## src/rtl/pfpu_pkg.sv

```systemverilog
// Shared definitions for the PFPU program loader.
//   PFPU_AW / PFPU_DW : program address and instruction word widths
//   *_MSB             : field boundaries inside a 25-bit instruction word
//                       (a:7 | b:7 | opcode:4 | w:7)
//   PFPU_OFFS_W       : width of the in-page offset on the control interface
//   ld_state_e        : loader FSM state encoding
package pfpu_pkg;

  localparam int PFPU_AW     = 11;
  localparam int PFPU_DW     = 25;
  localparam int PFPU_OFFS_W = 9;

  localparam int A_MSB  = 24;
  localparam int B_MSB  = 17;
  localparam int OP_MSB = 10;
  localparam int W_MSB  = 6;

  typedef enum logic [2:0] {
    LD_IDLE   = 3'd0,
    LD_WRITE  = 3'd1,
    LD_RDADDR = 3'd2,
    LD_CMP    = 3'd3,
    LD_FINISH = 3'd4
  } ld_state_e;

endpackage

```

## src/rtl/pfpu_prog_loader.sv

```systemverilog
// Host-side writer for the PFPU program memory control interface.
// Streams instruction words into consecutive program addresses from a base,
// optionally reading each word back and aborting on the first mismatch.
//
// State table:
//   LD_IDLE   | waiting for start; control interface released (c_en=0)
//   LD_WRITE  | accept a word and write it at addr
//   LD_RDADDR | present addr for read-back (memory is registered)
//   LD_CMP    | compare read data with the held word
//   LD_FINISH | one-cycle done pulse, then release the interface
//
// Ports:
//   sys_clk, sys_rst           : clock, async active-high reset
//   start, base, len, verify   : session request, sampled in IDLE only
//   s_valid, s_ready, s_data   : instruction word stream
//   c_en, c_page, c_offset,
//   c_di, c_w_en, c_do         : program memory control interface
//   busy, done, error, err_addr: session status
module pfpu_prog_loader
  import pfpu_pkg::*;
#(
  parameter int AW = PFPU_AW,
  parameter int DW = PFPU_DW
) (
  input  logic                         sys_clk,
  input  logic                         sys_rst,
  input  logic                         start,
  input  logic [AW-1:0]                base,
  input  logic [AW:0]                  len,
  input  logic                         verify,
  input  logic                         s_valid,
  output logic                         s_ready,
  input  logic [DW-1:0]                s_data,
  output logic                         c_en,
  output logic [AW-PFPU_OFFS_W-1:0]    c_page,
  output logic [PFPU_OFFS_W-1:0]       c_offset,
  output logic [31:0]                  c_di,
  output logic                         c_w_en,
  input  logic [31:0]                  c_do,
  output logic                         busy,
  output logic                         done,
  output logic                         error,
  output logic [AW-1:0]                err_addr
);

  ld_state_e         state_q, state_d;
  logic [AW-1:0]     addr_q, addr_d;
  logic [AW:0]       remaining_q, remaining_d;
  logic              vmode_q, vmode_d;
  logic [DW-1:0]     hold_q, hold_d;
  logic              error_q, error_d;
  logic [AW-1:0]     err_addr_q, err_addr_d;
  logic [AW-1:0]     c_addr;
  logic              last_word;

  // Upper read-data bits carry nothing for a 25-bit program word.
  logic unused_c_do;
  assign unused_c_do = ^c_do[31:DW];

  assign last_word = (remaining_q == (AW+1)'(1));

  always_ff @(posedge sys_clk or posedge sys_rst) begin
    if (sys_rst) begin
      state_q     <= LD_IDLE;
      addr_q      <= '0;
      remaining_q <= '0;
      vmode_q     <= 1'b0;
      hold_q      <= '0;
      error_q     <= 1'b0;
      err_addr_q  <= '0;
    end else begin
      state_q     <= state_d;
      addr_q      <= addr_d;
      remaining_q <= remaining_d;
      vmode_q     <= vmode_d;
      hold_q      <= hold_d;
      error_q     <= error_d;
      err_addr_q  <= err_addr_d;
    end
  end

  always_comb begin
    state_d     = state_q;
    addr_d      = addr_q;
    remaining_d = remaining_q;
    vmode_d     = vmode_q;
    hold_d      = hold_q;
    error_d     = error_q;
    err_addr_d  = err_addr_q;
    s_ready     = 1'b0;
    c_en        = 1'b0;
    c_w_en      = 1'b0;
    c_addr      = '0;
    c_di        = '0;
    done        = 1'b0;

    case (state_q)
      LD_IDLE: begin
        if (start) begin
          addr_d      = base;
          remaining_d = len;
          vmode_d     = verify;
          error_d     = 1'b0;
          err_addr_d  = '0;
          state_d     = (len == '0) ? LD_FINISH : LD_WRITE;
        end
      end

      LD_WRITE: begin
        c_en    = 1'b1;
        s_ready = 1'b1;
        c_addr  = addr_q;
        c_di    = {{(32-DW){1'b0}}, s_data};
        c_w_en  = s_valid;
        if (s_valid) begin
          hold_d = s_data;
          if (vmode_q) begin
            state_d = LD_RDADDR;
          end else begin
            // addr wraps modulo 2^AW by width truncation
            addr_d      = addr_q + 1'b1;
            remaining_d = remaining_q - 1'b1;
            if (last_word) state_d = LD_FINISH;
          end
        end
      end

      LD_RDADDR: begin
        c_en    = 1'b1;
        c_addr  = addr_q;
        state_d = LD_CMP;
      end

      LD_CMP: begin
        c_en   = 1'b1;
        c_addr = addr_q;
        if (c_do[DW-1:0] != hold_q) begin
          error_d    = 1'b1;
          err_addr_d = addr_q;
          state_d    = LD_FINISH;
        end else begin
          addr_d      = addr_q + 1'b1;
          remaining_d = remaining_q - 1'b1;
          state_d     = last_word ? LD_FINISH : LD_WRITE;
        end
      end

      LD_FINISH: begin
        c_en    = 1'b1;
        c_addr  = addr_q;
        done    = 1'b1;
        state_d = LD_IDLE;
      end

      default: state_d = LD_IDLE;
    endcase
  end

  assign c_page   = c_addr[AW-1:PFPU_OFFS_W];
  assign c_offset = c_addr[PFPU_OFFS_W-1:0];
  assign busy     = (state_q != LD_IDLE);
  assign error    = error_q;
  assign err_addr = err_addr_q;

endmodule
```

## config.mk

```make
export PLATFORM = sky130hd
export DESIGN_NAME = pfpu_prog_loader
export DESIGN_NICKNAME = d
export VERILOG_FILES = /design/src/rtl/pfpu_pkg.sv /design/src/rtl/pfpu_prog_loader.sv
export SDC_FILE = /design/constraint.sdc
export NUM_CORES = 1
export LEC_CHECK = 0
export BUFFER_PORTS_ARGS = -buffer_cell sky130_fd_sc_hd__clkbuf_2
export CORE_ASPECT_RATIO = 0.7
export CORE_UTILIZATION = 40
export CTS_CLUSTER_SIZE = 28
export DETAILED_ROUTE_END_ITERATION = 16
export GPL_ROUTABILITY_DRIVEN = 0
export GPL_TIMING_DRIVEN = 1
export PLACE_DENSITY = 0.67
export REMOVE_ABC_BUFFERS = 1
export SYNTH_ARGS = -nofsm -noshare
export SYNTH_HDL_FRONTEND = slang
export SYNTH_SLANG_ARGS = --single-unit
```

## constraint.sdc

```tcl
create_clock -name sys_clk -period 2.6 [get_ports sys_clk]
set_input_delay 0.78 -clock sys_clk [delete_from_list [all_inputs] [get_ports sys_clk]]
set_output_delay 0.78 -clock sys_clk [all_outputs]
set_load 0.02 [all_outputs]
```

==> flow_metrics.py, run 1 <==
metrics = {
    "routing": {
        "avgViaCountPerCell": 5.40,
        "dr.first_iter.drc_count": 232,
        "drt-total-wl_um": 10600,
        "firstDrtPassIters": 5,
        "vias": 3678,
        "drc": 0,
        "ant_nets": 0,
        "wl_per_cell_um": 15.6,
    },
    "cells_and_area": {
        "layout_common_cells": "130 x clkbuf_2, 64 x dfrtp_1, 31 x and3_1",
        "stdcell_area_sq_um": 5190,
        "syn_to_final_growth_pct": 28.4,
        "nets": 637,
        "fin_util": 0.531,
        "n_antenna_cell": 0,
        "drive_gt1_frac": 0.382,
        "regArea_sq_um": 1600,
        "nFillCells": 899,
        "multiInputGateArea_sq_um": 2160,
        "final_common_cell": "clkbuf_2",
    },
    "pwr": {
        "p_leak_nw": 2.56,
        "combPwrFrac": 0.561,
        "switching_power_mw": 3.27,
        "ir_drop_mv": 0.489,
        "powerDensity_nw_per_um2": 1420,
        "p_clk_frac": 0.177,
        "p_sw_frac": 0.445,
        "internal-power_mw": 4.07,
        "p_seq_frac": 0.262,
    },
    "setup_path": {
        "crit_required_ns": 1.82,
        "crit_fanout": 28,
        "critPathLaunchType": "flop",
        "end_kind": "output pin",
        "reg2regPathDepth": 6,
        "arrival_ns": 1.73,
        "critical_path_class": "reg2out",
    },
    "hold_path": {
        "hold_class": "in2async",
    },
    "floorplan": {
        "die_x_um": 122,
        "placementRows": 30,
        "core_area_sq_um": 9760,
        "die_y_um": 86.1,
        "start_util": 0.414,
        "io_pins": 145,
        "die_area_sq_um": 10500,
    },
    "timing": {
        "drv_slew": 0,
        "setup_tns_ns": 0,
        "grt_setup_unrepaired": "no",
        "hold_viol": 0,
        "min_period_ns": 2.51,
        "setup_ws_ns": 0.0897,
        "skew_ns": 0.00666,
        "max_slew_margin": 0.622,
        "setup_viol": 0,
        "fmax_ghz": 0.398,
        "worst_slew_pin_slew_ns": 0.567,
        "finalCritPeriodShare": 0.966,
    },
    "clock_network": {
        "htree_num_levels": 3,
        "cts-root-buf": "clkbuf_16",
        "clkSinkCount": 64,
        "clock_path_buffers": 2,
        "clk_latency_ns": 0.33,
        "numCtsBuffers": 9,
        "clkTransAtPathRegs_ns": 0.05,
        "cts_tree": "built",
    },
    "global_route": {
        "overflow": 0,
        "first_global_vias": 3485,
        "grt_pass1_wl_um": 17500,
        "grt_start_max_net_pins": 65,
        "grt_util_all_layers": 0.216,
        "antenna_found_initial": 0,
    },
    "yosys": {
        "synth_cell_types": 59,
        "synth_cells": 419,
        "syn_area_sq_um": 4040,
        "syn_area_per_cell_sq_um": 9.64,
        "synth_warnings": 0,
        "async_flop_share": 1.00,
        "synth_edf_count": 0,
        "synth_ff_type": "dfrtp_1",
        "synth-seq-cells": 64,
        "yosysSeqAreaShare": 0.397,
    },
    "placement": {
        "place_area_sq_um": 4830,
        "placement.io_buffers": 130,
        "dpl.hpwl_um": 7700,
        "dpl_worst_slack_ns": 0.0527,
    },
    "flow_run": {
        "maxCapViolations": 0,
    },
    "run_status": {
        "status": "completed",
    },
}
## critical path, stage by stage (launching register included)
cell	delay [ns]
dfrtp_1	0.57
and2b_4	0.41
and3_1	0.24
clkbuf_2	0.18
## metal layers
layer  track usage  vias up  wire length (um)
met5             0        -                 0
met4        0.0687        0               160
met3        0.0598       17               712
met2         0.319      126              4560
met1         0.303     1758              5170
li1              -     1777                 -
## registers in the layout, indices dropped and copies added, names as in the netlist
register     cells
addr_q          11
err_addr        11
error            1
hold_q          25
remaining_q     12
state_q          3
vmode_q          1
## Yosys cell counts, types with 2 or more instances
cell type | number | share of area
dfrtp_1 | 64 | 0.40
and3_1 | 31 | 0.048
inv_1 | 26 | 0.024
mux2_2 | 26 | 0.072
a21oi_1 | 25 | 0.031
nand2_1 | 23 | 0.021
nor2_1 | 20 | 0.019
o21ai_0 | 18 | 0.022
clkbuf_1 | 16 | 0.015
nor3_1 | 15 | 0.019
xor2_1 | 14 | 0.030
mux2i_1 | 13 | 0.032
xnor2_1 | 11 | 0.024
buf_4 | 9 | 0.017
nor4_1 | 9 | 0.014
o221ai_2 | 9 | 0.033
nand4_1 | 8 | 0.012
nand3_1 | 7 | 0.0087
a31oi_1 | 6 | 0.0093
a221oi_1 | 5 | 0.011
buf_2 | 4 | 0.0050
nand2b_1 | 4 | 0.0062
and2_1 | 3 | 0.0046
buf_6 | 3 | 0.0084
ha_1 | 3 | 0.0093
nor2b_1 | 3 | 0.0046
o221ai_1 | 3 | 0.0065
a211oi_1 | 2 | 0.0037
a21boi_0 | 2 | 0.0037
a21o_1 | 2 | 0.0037
a22oi_1 | 2 | 0.0037
a32oi_1 | 2 | 0.0043
o21a_1 | 2 | 0.0037
o22ai_1 | 2 | 0.0031
o31ai_1 | 2 | 0.0037
o32ai_1 | 2 | 0.0043
## kinds of logic (layout without fill, tap and decap cells)
kind of cell	count (synthesis)	in the layout	share of synthesized area
and+or+nand+nor	132	132	0.180
buffers and inverters	60	188	0.0737
muxes	39	39	0.105
AOI/OAI and AO/OA	95	95	0.180
adders and majority gates	3	3	0.00929
DFF	64	64	0.397
xor gates and xnor gates	25	25	0.0542
other	1	7	0.000928
## area by class of cell
cell class / instances / share of cell area
clock buffers: 12 / 0.0495
repair buffers: 147 / 0.162
well taps: 128 / 0.0309
clock inverters: 3 / 0.0125
multi-input cells: 301 / 0.417
inverters: 26 / 0.0188
flip-flops and latches: 64 / 0.309
## power groups by stage
stage | clock network [mW] | registers, mW | logic (mW)
after floorplan | 0 | 1.91 | 2.73
after global routing | 1.38 | 1.99 | 4.55
final | 1.30 | 1.92 | 4.12
after detailed placement | 0 | 1.93 | 4.03
after CTS | 1.34 | 1.92 | 4.06
after global placement | 0 | 1.90 | 3.93
## timing repair
item | 4_1_cts | 5_1_grt
pin swaps | 0 | 1
setup endpoints to repair | 1 | 8
buffers inserted | 0 | 2
hold endpoints to repair | 0 | 0
resized for setup | 1 | 1
hold buffers | 0 | 0
## per-stage QoR
stage               std cells  total power [mW]  hold slack, ns
finish                    681              7.35           0.475
global placement          664              5.82           0.461
CTS                       679              7.32           0.511
floorplan                 391              4.63           0.501
global route              681              7.93           0.527
detailed placement        664              5.96           0.501
## final timing paths
path	from	to	slack, ns
max in group asynchronous	sys_rst	remaining_q[4]	1.80
setup reg to reg	state_q[0]	addr_q[6]	0.36
setup / recovery	state_q[0]	c_w_en	0.09
hold reg to reg	error	error	0.51
min in group sys_clk	error	error	0.51
hold / removal	sys_rst	hold_q[10]	0.48
Note: power is estimated with default switching activity, not from simulation.
==> run 2: changes to the inputs <==
--- a/config.mk
+++ b/config.mk
@@ -5,6 +5,7 @@
 export SDC_FILE = /design/constraint.sdc
 export NUM_CORES = 1
 export LEC_CHECK = 0
+export ABC_AREA = 1
 export BUFFER_PORTS_ARGS = -buffer_cell sky130_fd_sc_hd__clkbuf_2
 export CORE_ASPECT_RATIO = 0.7
 export CORE_UTILIZATION = 40
==> flow_metrics.py, run 2 <==
metrics = {
    "pwr": {
        "switching_power_mw": 3.22,
        "p_leak_nw": 2.91,
        "combPwrFrac": 0.527,
        "internal-power_mw": 3.55,
        "p_clk_frac": 0.194,
        "powerDensity_nw_per_um2": 1320,
        "p_seq_frac": 0.278,
        "ir_drop_mv": 0.500,
        "p_sw_frac": 0.476,
    },
    "global_route": {
        "overflow": 0,
        "grt_util_all_layers": 0.203,
        "antenna_found_initial": 0,
        "first_global_vias": 3748,
        "grt_start_max_net_pins": 65,
        "grt_pass1_wl_um": 16800,
    },
    "setup_path": {
        "reg2regPathDepth": 9,
        "worstSetupStartpoint": "state_q[0]",
        "r2r-start": "state_q[2]",
        "crit_required_ns": 1.82,
        "end_kind": "output pin",
        "critPathLaunchType": "flop",
        "crit_fanout": 12,
        "arrival_ns": 1.62,
        "critical_path_class": "reg2out",
    },
    "timing": {
        "grt_setup_unrepaired": "no",
        "worst_slew_pin_slew_ns": 0.570,
        "drv_slew": 0,
        "max_slew_margin": 0.619,
        "finalCritPeriodShare": 0.924,
        "fmax_ghz": 0.416,
        "setup_tns_ns": 0,
        "skew_ns": 0.00600,
        "min_period_ns": 2.40,
        "hold_viol": 0,
        "setup_viol": 0,
    },
    "yosys": {
        "synth_cell_types": 30,
        "synth_top_area_cell": "dfrtp_1",
        "synth_ff_type": "dfrtp_1",
        "yosysSeqAreaShare": 0.397,
        "synth_edf_count": 0,
        "synth-seq-cells": 64,
        "synth_warnings": 0,
        "yosys-top-cells-count": "170 x nand2_1, 84 x inv_1, 83 x nor2_1",
        "async_flop_share": 1.00,
        "synth_top_area_frac": 0.397,
        "syn_area_per_cell_sq_um": 6.68,
        "syn_area_sq_um": 4040,
        "synth.most_common_cell": "nand2_1",
        "yosys-top-cells-area": "dfrtp_1 40%, nand2_1 16%, inv_1 7.8%",
        "synth_cells": 604,
    },
    "floorplan": {
        "die_y_um": 86.0,
        "die_area_sq_um": 10500,
        "io_pins": 145,
        "core_area_sq_um": 9760,
        "die_x_um": 122,
        "placementRows": 30,
        "start_util": 0.414,
    },
    "clock_network": {
        "postCtsSetupBuffers": 0,
        "numCtsBuffers": 9,
        "htree_num_levels": 3,
        "cts-root-buf": "clkbuf_16",
        "clk_latency_ns": 0.33,
        "clkSinkCount": 64,
        "clock_path_buffers": 2,
        "cts_tree": "built",
        "clkTransAtPathRegs_ns": 0.06,
    },
    "cells_and_area": {
        "regArea_sq_um": 1600,
        "regMostFlops": "hold_q",
        "nets": 817,
        "largest_register_ffs": 25,
        "nFillCells": 984,
        "stdcell_area_sq_um": 5120,
        "drive_gt1_frac": 0.223,
        "n_antenna_cell": 0,
        "fin_util": 0.524,
        "layout_common_cells": "170 x nand2_1, 130 x clkbuf_2, 83 x inv_1",
        "multiInputGateArea_sq_um": 1950,
        "top_regs": "hold_q: 25 flops, remaining_q: 12 flops",
        "final_common_cell": "nand2_1",
        "syn_to_final_growth_pct": 26.8,
        "instances_no_fill": 862,
    },
    "routing": {
        "firstDrtPassIters": 5,
        "avgViaCountPerCell": 4.65,
        "vias": 4007,
        "drt-total-wl_um": 10200,
        "wl_per_cell_um": 11.8,
        "ant_nets": 0,
        "drc": 0,
        "dr.first_iter.drc_count": 194,
    },
    "hold_path": {
        "hold_class": "in2async",
    },
    "run_status": {
        "status": "completed",
    },
    "placement": {
        "dpl.hpwl_um": 7350,
        "placement.io_buffers": 130,
        "dp.cells": 846,
        "place_area_sq_um": 4770,
    },
    "flow_run": {
        "maxCapViolations": 0,
    },
}
run 2: area by class of cell:
| class | instances | share of cell area |
|---|---|---|
| inverter | 89 | 0.0658 |
| multi-input combinational | 427 | 0.382 |
| clock buffer | 10 | 0.0467 |
| sequential | 64 | 0.313 |
| clock inverter | 6 | 0.0176 |
| tap | 128 | 0.0313 |
| timing repair buffer | 138 | 0.144 |
run 2: logic make-up after synthesis:
logic type,Yosys count,share of synthesized area
AOI/OAI and AO/OA,71,0.0927
other,1,0.000929
DFF,64,0.397
adders and majority gates,3,0.00930
and+or+nand+nor,332,0.342
xor gates and xnor gates,14,0.0304
buffers and inverters,119,0.128
run 2: final timing paths:
check / slack [ns] / endpoint
worst max-delay path: 0.20 / c_offset[0]
worst min-delay path: 0.50 / hold_q[16]
worst max register to register: 0.59 / remaining_q[5]
worst min register to register: 0.50 / addr_q[8]
max in group asynchronous: 1.79 / remaining_q[6]
min in group sys_clk: 0.50 / addr_q[8]
run 2: critical path: stages (launching register included):
cell	delay (ns)
dfrtp_1	0.43
nor2_1	0.16
inv_1	0.07
nor2_1	0.20
nor2_4	0.12
nor2_1	0.12
clkbuf_2	0.18
run 2: stage by stage:
| stage | power, mW | hold slack, ns | worst slack, ns |
|---|---|---|---|
| after floorplan | 4.31 | 0.464 | -0.156 |
| after global placement | 5.33 | 0.476 | 0.232 |
| after detailed placement | 5.44 | 0.480 | 0.178 |
| after CTS | 6.80 | 0.500 | 0.0321 |
| after global routing | 7.42 | 0.525 | 0.0224 |
| final | 6.77 | 0.497 | 0.199 |
run 2: per-layer routing:
layer	track usage	up-vias	part of all wire
li1	-	2127	-
met1	0.258	1761	0.47
met2	0.337	110	0.45
met3	0.0479	9	0.064
met4	0.0765	0	0.012
met5	0	-	0
run 2: what timing repair did:
action | 4_1_cts | 5_1_grt
pin swaps | 0 | 0
hold buffers | 0 | 0
setup endpoints to repair | 12 | 37
resized for setup | 1 | 4
run 2: power groups by stage:
stage / combinational [mW] / sequential (mW) / clock [mW]
final: 3.57 / 1.88 / 1.32
after global placement: 3.47 / 1.87 / 0
after detailed placement: 3.55 / 1.89 / 0
after global routing: 4.06 / 1.96 / 1.40
after CTS: 3.56 / 1.88 / 1.36
after floorplan: 2.40 / 1.91 / 0
